### src/rtl/dircc_mailbox_pkg.sv
// Shared mailbox definitions: header layout, rx FSM encoding, slot addressing.
// The Nios driver mirrors the header layout when it builds its own messages.
package dircc_mailbox_pkg;

  localparam int ADDR_W        = 14;
  localparam int DATA_W        = 16;
  localparam int HDR_TRUNC_BIT = 15;
  localparam int HDR_LEN_W     = 15;

  typedef enum logic [1:0] {
    ST_IDLE    = 2'd0,
    ST_PAYLOAD = 2'd1,
    ST_COMMIT  = 2'd2
  } rx_state_t;

  // Word address of the header of a slot; payload word i sits at +1+i.
  function automatic logic [ADDR_W-1:0] slot_addr(input logic [ADDR_W-1:0] base,
                                                  input logic [3:0]        slot,
                                                  input int unsigned       slot_words);
    return base + ADDR_W'(32'(slot) * slot_words);
  endfunction

  // Header: truncation flag on top, untruncated payload length below.
  function automatic logic [DATA_W-1:0] make_header(input logic                 trunc,
                                                    input logic [HDR_LEN_W-1:0] len);
    return {trunc, len};
  endfunction

endpackage

### src/rtl/dircc_slot_ring_ctrl.sv
// Slot ring bookkeeping: write/read pointers, committed slot count, full flag
// and the sticky protocol error flag.
module dircc_slot_ring_ctrl
  #(parameter int NUM_SLOTS = 8,
    parameter int PW        = $clog2(NUM_SLOTS))
  (input  logic          clk,
   input  logic          reset,
   input  logic          commit,
   input  logic          slot_release,
   input  logic          proto_err,
   output logic [PW-1:0] wr_slot,
   output logic [PW-1:0] rd_ptr,
   output logic [4:0]    slot_count,
   output logic          full,
   output logic          err_sticky);

  localparam logic [PW-1:0] ONE = PW'(1);

  logic [PW-1:0] wr_ptr;
  logic          rel_ok;

  assign rel_ok  = slot_release & (slot_count != 5'd0);
  // A commit in flight already owns wr_ptr, so a new message must use the next slot.
  assign wr_slot = commit ? wr_ptr + ONE : wr_ptr;
  // Count the in-flight commit so a new message never claims an occupied slot.
  assign full    = ({1'b0, slot_count} + 6'(commit)) >= 6'(NUM_SLOTS);

  // Pointer, count and error flag update; commit and release may coincide.
  always_ff @(posedge clk or posedge reset) begin
    if (reset) begin
      wr_ptr     <= '0;
      rd_ptr     <= '0;
      slot_count <= '0;
      err_sticky <= 1'b0;
    end else begin
      if (commit) wr_ptr <= wr_ptr + ONE;
      if (rel_ok) rd_ptr <= rd_ptr + ONE;
      slot_count <= slot_count + 5'(commit) - 5'(rel_ok);
      if (proto_err || (slot_release && !rel_ok)) err_sticky <= 1'b1;
    end
  end

endmodule

### src/rtl/dircc_node_rx_mailbox_writer.sv
// Writes NoC receive-stream messages into a ring of mailbox slots in node memory.
// Payload goes first, the header last, so the CPU only ever sees whole messages.
module dircc_node_rx_mailbox_writer
  import dircc_mailbox_pkg::*;
  #(parameter logic [13:0] BASE_ADDR  = 14'h2000,
    parameter int          NUM_SLOTS  = 8,
    parameter int          SLOT_WORDS = 32)
  (input  logic        clk,
   input  logic        reset,
   input  logic        rx_valid,
   output logic        rx_ready,
   input  logic [15:0] rx_data,
   input  logic        rx_sop,
   input  logic        rx_eop,
   output logic [13:0] mem_address,
   output logic        mem_chipselect,
   output logic        mem_write,
   output logic [15:0] mem_writedata,
   output logic [1:0]  mem_byteenable,
   output logic        mem_clken,
   input  logic        slot_release,
   output logic [3:0]  rd_slot,
   output logic [4:0]  slot_count,
   output logic        irq,
   output logic        err_sticky);

  localparam int PW = $clog2(NUM_SLOTS);

  rx_state_t            state;
  logic [PW-1:0]        cur_slot, wr_slot, rd_ptr;
  logic [HDR_LEN_W-1:0] len, len_inc, idx;
  logic                 trunc, commit_pend, full, accept, proto_err, in_slot;
  logic [PW-1:0]        tgt_slot;

  dircc_slot_ring_ctrl #(.NUM_SLOTS(NUM_SLOTS), .PW(PW)) u_ring (
    .clk          (clk),
    .reset        (reset),
    .commit       (commit_pend),
    .slot_release (slot_release),
    .proto_err    (proto_err),
    .wr_slot      (wr_slot),
    .rd_ptr       (rd_ptr),
    .slot_count   (slot_count),
    .full         (full),
    .err_sticky   (err_sticky));

  assign rd_slot        = 4'(rd_ptr);
  assign irq            = slot_count != 5'd0;
  assign mem_chipselect = mem_write;
  assign mem_byteenable = 2'b11;
  assign mem_clken      = 1'b1;
  assign accept         = rx_valid & rx_ready;

  // Stream handshake: only new messages can be held off, mid-message words always flow.
  always_comb begin
    rx_ready = 1'b0;
    case (state)
      ST_IDLE:    rx_ready = !rx_sop || !full;
      ST_PAYLOAD: rx_ready = 1'b1;
      default:    rx_ready = 1'b0;
    endcase
  end

  // Word index, slot fit check and protocol error detection for the incoming word.
  always_comb begin
    idx       = rx_sop ? '0 : len;
    in_slot   = idx < HDR_LEN_W'(SLOT_WORDS - 1);
    len_inc   = (&len) ? len : len + 15'd1;
    tgt_slot  = (state == ST_IDLE) ? wr_slot : cur_slot;
    proto_err = accept && ((rx_sop && state == ST_PAYLOAD) || (!rx_sop && state == ST_IDLE));
  end

  // Receive FSM with registered memory write port.
  always_ff @(posedge clk or posedge reset) begin
    if (reset) begin
      state         <= ST_IDLE;
      cur_slot      <= '0;
      len           <= '0;
      trunc         <= 1'b0;
      commit_pend   <= 1'b0;
      mem_write     <= 1'b0;
      mem_address   <= '0;
      mem_writedata <= '0;
    end else begin
      mem_write   <= 1'b0;
      commit_pend <= 1'b0;
      case (state)
        ST_IDLE, ST_PAYLOAD: begin
          if (accept && (rx_sop || state == ST_PAYLOAD)) begin
            if (rx_sop) begin
              // New message, or restart of a broken one in the same slot.
              cur_slot <= tgt_slot;
              len      <= 15'd1;
              trunc    <= 1'b0;
            end else begin
              len <= len_inc;
              if (!in_slot) trunc <= 1'b1;
            end
            if (in_slot) begin
              mem_write     <= 1'b1;
              mem_address   <= slot_addr(BASE_ADDR, 4'(tgt_slot), SLOT_WORDS) + 14'(idx) + 14'd1;
              mem_writedata <= rx_data;
            end
            state <= rx_eop ? ST_COMMIT : ST_PAYLOAD;
          end
        end
        ST_COMMIT: begin
          mem_write     <= 1'b1;
          mem_address   <= slot_addr(BASE_ADDR, 4'(cur_slot), SLOT_WORDS);
          mem_writedata <= make_header(trunc, len);
          commit_pend   <= 1'b1;
          state         <= ST_IDLE;
        end
        default: state <= ST_IDLE;
      endcase
    end
  end

endmodule
### config.mk
export PLATFORM = sky130hd
export DESIGN_NAME = dircc_node_rx_mailbox_writer
export DESIGN_NICKNAME = d
export VERILOG_FILES = /design/src/rtl/dircc_mailbox_pkg.sv /design/src/rtl/dircc_slot_ring_ctrl.sv /design/src/rtl/dircc_node_rx_mailbox_writer.sv
export SDC_FILE = /design/constraint.sdc
export NUM_CORES = 1
export LEC_CHECK = 0
export CAP_MARGIN = 30
export CORE_ASPECT_RATIO = 1.25
export CORE_MARGIN = 5
export CORE_UTILIZATION = 52
export CTS_CLUSTER_SIZE = 14
export DETAILED_ROUTE_END_ITERATION = 8
export MAX_ROUTING_LAYER = met4
export PLACE_DENSITY = 0.89
export SLEW_MARGIN = 20
export SYNTH_ARGS = -nofsm -noshare
export SYNTH_HDL_FRONTEND = slang
export SYNTH_SLANG_ARGS = --single-unit
### constraint.sdc
create_clock -name clk -period 3.02 [get_ports clk]
set_clock_uncertainty 0.05 [all_clocks]
set_input_delay 0.604 -clock clk [delete_from_list [all_inputs] [get_ports clk]]
set_output_delay 0.604 -clock clk [all_outputs]
set_load 0.05 [all_outputs]
==> flow_summary.json <==
{
  "outcome": "finished clean",
  "worstRegToRegCells": 14,
  "post-dp-hpwl_mm": 5.81,
  "coreArea_um2": 6520,
  "critPathArrivalTime_ps": 2180,
  "layout-drive-gt1-share": 0.107,
  "vdd_drop_max_uv": 527,
  "netlist_instances": 343,
  "yosys.area.top_type": "dfrtp_1",
  "path_clk_slew_ps": 70,
  "ys_top_cells_by_area": "dfrtp_1 (47%), ha_1 (6.5%), inv_1 (3.5%)",
  "pre_cts_slack_ps": 246,
  "worst_pin_slew_ps": 674,
  "ys_types": 50,
  "fin_crit_sh": 0.940,
  "n_antenna_cell": 0,
  "start_util": 0.533,
  "hold_path_end": "mem_address[13]",
  "p_switching_mw": 2.02,
  "routed_wl_mm": 8.11,
  "pwr-share-seq": 0.315,
  "power_density_nw_per_um2": 1020,
  "min_period_ps": 2840,
  "synth_ff_type": "dfrtp_1",
  "grt_max_degree": 49,
  "combPwrFrac": 0.499,
  "synth-seq-cells": 65,
  "cp-end-kind": "output pin",
  "num_rows": 33,
  "syn2layout_area_growth_pct": 27.4,
  "drt_iter0_markers": 212,
  "slew_viol_final": 0,
  "grt_pass1_vias": 2793,
  "fmax_ghz": 0.352,
  "antenna_left": 0,
  "die_h_um": 101,
  "path_cells": "ha_1 > ha_1 > and3b_1 > a211oi_1 > nor3_1 > nor2_1 > buf_4",
  "hold_buffers": 0,
  "maxCapViolations": 0,
  "vias_per_cell": 5.67,
  "intPower_mw": 2.49,
  "drc": 0,
  "rr_endpoint": "u_ring.slot_count[4]",
  "multi_input_comb_area_um2": 1610,
  "ys_top_cells_by_count": "dfrtp_1 (65), inv_1 (32), ha_1 (18), nand2_1 (18), a21oi_1 (17)",
  "slowest_stage": "dfrtp_1",
  "synth-seq-area-share": 0.468,
  "p_leak_nw": 2.03,
  "layout.nets": 447,
  "hp-start": "mem_address[13]",
  "port_buffers": 64,
  "post_cts_buffers": 0,
  "path_class": "flop to output pin",
  "crit_fanout": 4,
  "place.gp.congestion": 0.869,
  "die_w_um": 83.2,
  "crit_family": "adder cells",
  "htreeDepth": 3,
  "startpoint_type": "flop",
  "syn_avg_cell_area_um2": 10.1,
  "post_cts_resized": 0,
  "p_clk_frac": 0.186,
  "critPathMaxStageDelay_ps": 420,
  "yosysWarnings": 0,
  "vias": 2825,
  "cp.required_ps": 2370,
  "setup-tns-final_ps": 0,
  "crit_top_cell": "ha_1",
  "worst_slack_ps": 181,
  "ios": 69,
  "gr-total-overflow": 0,
  "globalRouteTotalUtil": 0.208,
  "synth_edf_count": 0,
  "cts_sinks": 65,
  "cts_root_buf": "clkbuf_8",
  "async_flop_share": 1.00,
  "regArea_um2": 1630,
  "r2r_slack_ps": 240,
  "fill_cells": 525,
  "hold_class": "flop to flop",
  "cp.depth": 7,
  "clockBufferDepth": 2,
  "r2r_start": "u_ring.slot_count[3]",
  "tritoncts": "built",
  "setup_viol": 0,
  "grt_pass1_wl_mm": 13.6,
  "cts_buffers": 9,
  "worstHoldPathCells": 1,
  "antenna_found_initial": 0,
  "slew_headroom": 0.551,
  "die_area_um2": 8430,
  "dr.pass1.iters": 5,
  "wl_per_cell_um": 16.3,
  "hold_violations": 0,
  "path_buf_inv": 1,
  "utilization": 0.679,
  "netlist_area_um2": 3480,
  "rsz0062_at_grt": "no",
  "synth_most_common_cell": "dfrtp_1",
  "clk_latency_ps": 340,
  "yosysTopAreaCellShare": 0.468,
  "sw_frac_of_total": 0.448
}
==> worst max-delay path by stage <==
stage	start	end	slack [ps]
floorplan	u_ring.slot_count[2]	u_ring.slot_count[4]	30
global placement	rx_sop	mem_address[7]	290
detailed placement	rx_sop	mem_address[7]	250
CTS	u_ring.slot_count[3]	irq	170
global route	u_ring.slot_count[3]	u_ring.slot_count[4]	80
finish	u_ring.slot_count[0]	rx_ready	180
==> placed cells by master, fill, tap and decap left out, types with 2 or more instances in the layout <==
| cell type | instances |
|---|---|
| clkdlybuf4s50_1 | 63 |
| dfrtp_1 | 62 |
| inv_1 | 29 |
| nand2_1 | 18 |
| ha_1 | 18 |
| a21oi_1 | 17 |
| nand3_1 | 12 |
| and3_1 | 12 |
| nor2_1 | 11 |
| buf_4 | 11 |
| o22ai_1 | 10 |
| clkbuf_8 | 10 |
| xnor2_1 | 9 |
| mux2i_1 | 9 |
| nand2b_1 | 9 |
| nor2b_1 | 8 |
| o21ai_0 | 8 |
| nor4_1 | 7 |
| o31ai_1 | 6 |
| a221o_1 | 6 |
| mux2_2 | 5 |
| xor2_1 | 5 |
| o41ai_1 | 5 |
| a21boi_1 | 4 |
| nand4_1 | 4 |
| o21ai_1 | 4 |
| conb_1 | 4 |
| and2_1 | 3 |
| inv_2 | 3 |
| o311ai_1 | 3 |
| dfrtp_2 | 3 |
| a21o_1 | 2 |
| and4_1 | 2 |
| o21a_1 | 2 |
| nor3_1 | 2 |
| or3_1 | 2 |
| or4_1 | 2 |
| bufinv_16 | 2 |
==> routing by layer <==
metal | routed length (µm) | track usage | vias to the layer above
li1 | - | - | 1335
met1 | 3270 | 0.241 | 1391
met2 | 4190 | 0.347 | 84
met3 | 470 | 0.0578 | 15
met4 | 171 | 0.0792 | 0
met5 | 0 | - | -
==> power groups by stage <==
stage | Clock (mW) | Sequential, mW | Combinational, mW
6_report | 0.836 | 1.42 | 2.25
5_1_grt | 0.897 | 1.46 | 2.43
4_1_cts | 0.848 | 1.42 | 2.27
3_5_place_dp | 0 | 1.43 | 2.25
3_3_place_gp | 0 | 1.42 | 2.19
2_1_floorplan | 0 | 2.05 | 0.936
==> final cells by class <==
type                    count  area share
clock inverters             6      0.0203
repair buffers             75       0.165
multi-input cells         223       0.363
well taps                  87      0.0246
flip-flops and latches     65       0.368
clock buffers              10      0.0311
inverters                  32      0.0271
==> through the flow <==
stage	total power, mW	instance area (µm²)	hold WS, ps	cells
after CTS	4.54	4430	422	498
final	4.51	4430	417	498
after global placement	3.61	4200	411	482
after global routing	4.79	4430	441	498
after floorplan	2.98	3500	388	345
after detailed placement	3.68	4200	405	482
==> flip-flops by register name, summed over array words and instances (netlist names) <==
| name | count |
|---|---|
| u_ring.rd_ptr | 3 |
| state | 2 |
| u_ring.err_sticky | 1 |
| cur_slot | 3 |
| u_ring.wr_ptr | 3 |
| mem_writedata | 16 |
| trunc | 1 |
| u_ring.slot_count | 5 |
| mem_address | 14 |
| commit_pend | 1 |
| mem_chipselect | 1 |
| len | 15 |
==> cells by family (layout without fill, tap and decap cells) <==
kind of cell / count (synthesis) / count (layout) / share of synthesized area
other cells: 2 / 4 / 0.00216
flops: 65 / 65 / 0.468
fa+ha+maj: 19 / 19 / 0.0705
mux: 14 / 14 / 0.0421
simple gates: 96 / 96 / 0.152
xor+xnor: 14 / 14 / 0.0353
buf+inv: 57 / 123 / 0.0734
compound gates: 76 / 76 / 0.157
Note: power is estimated with default switching activity, not from simulation.
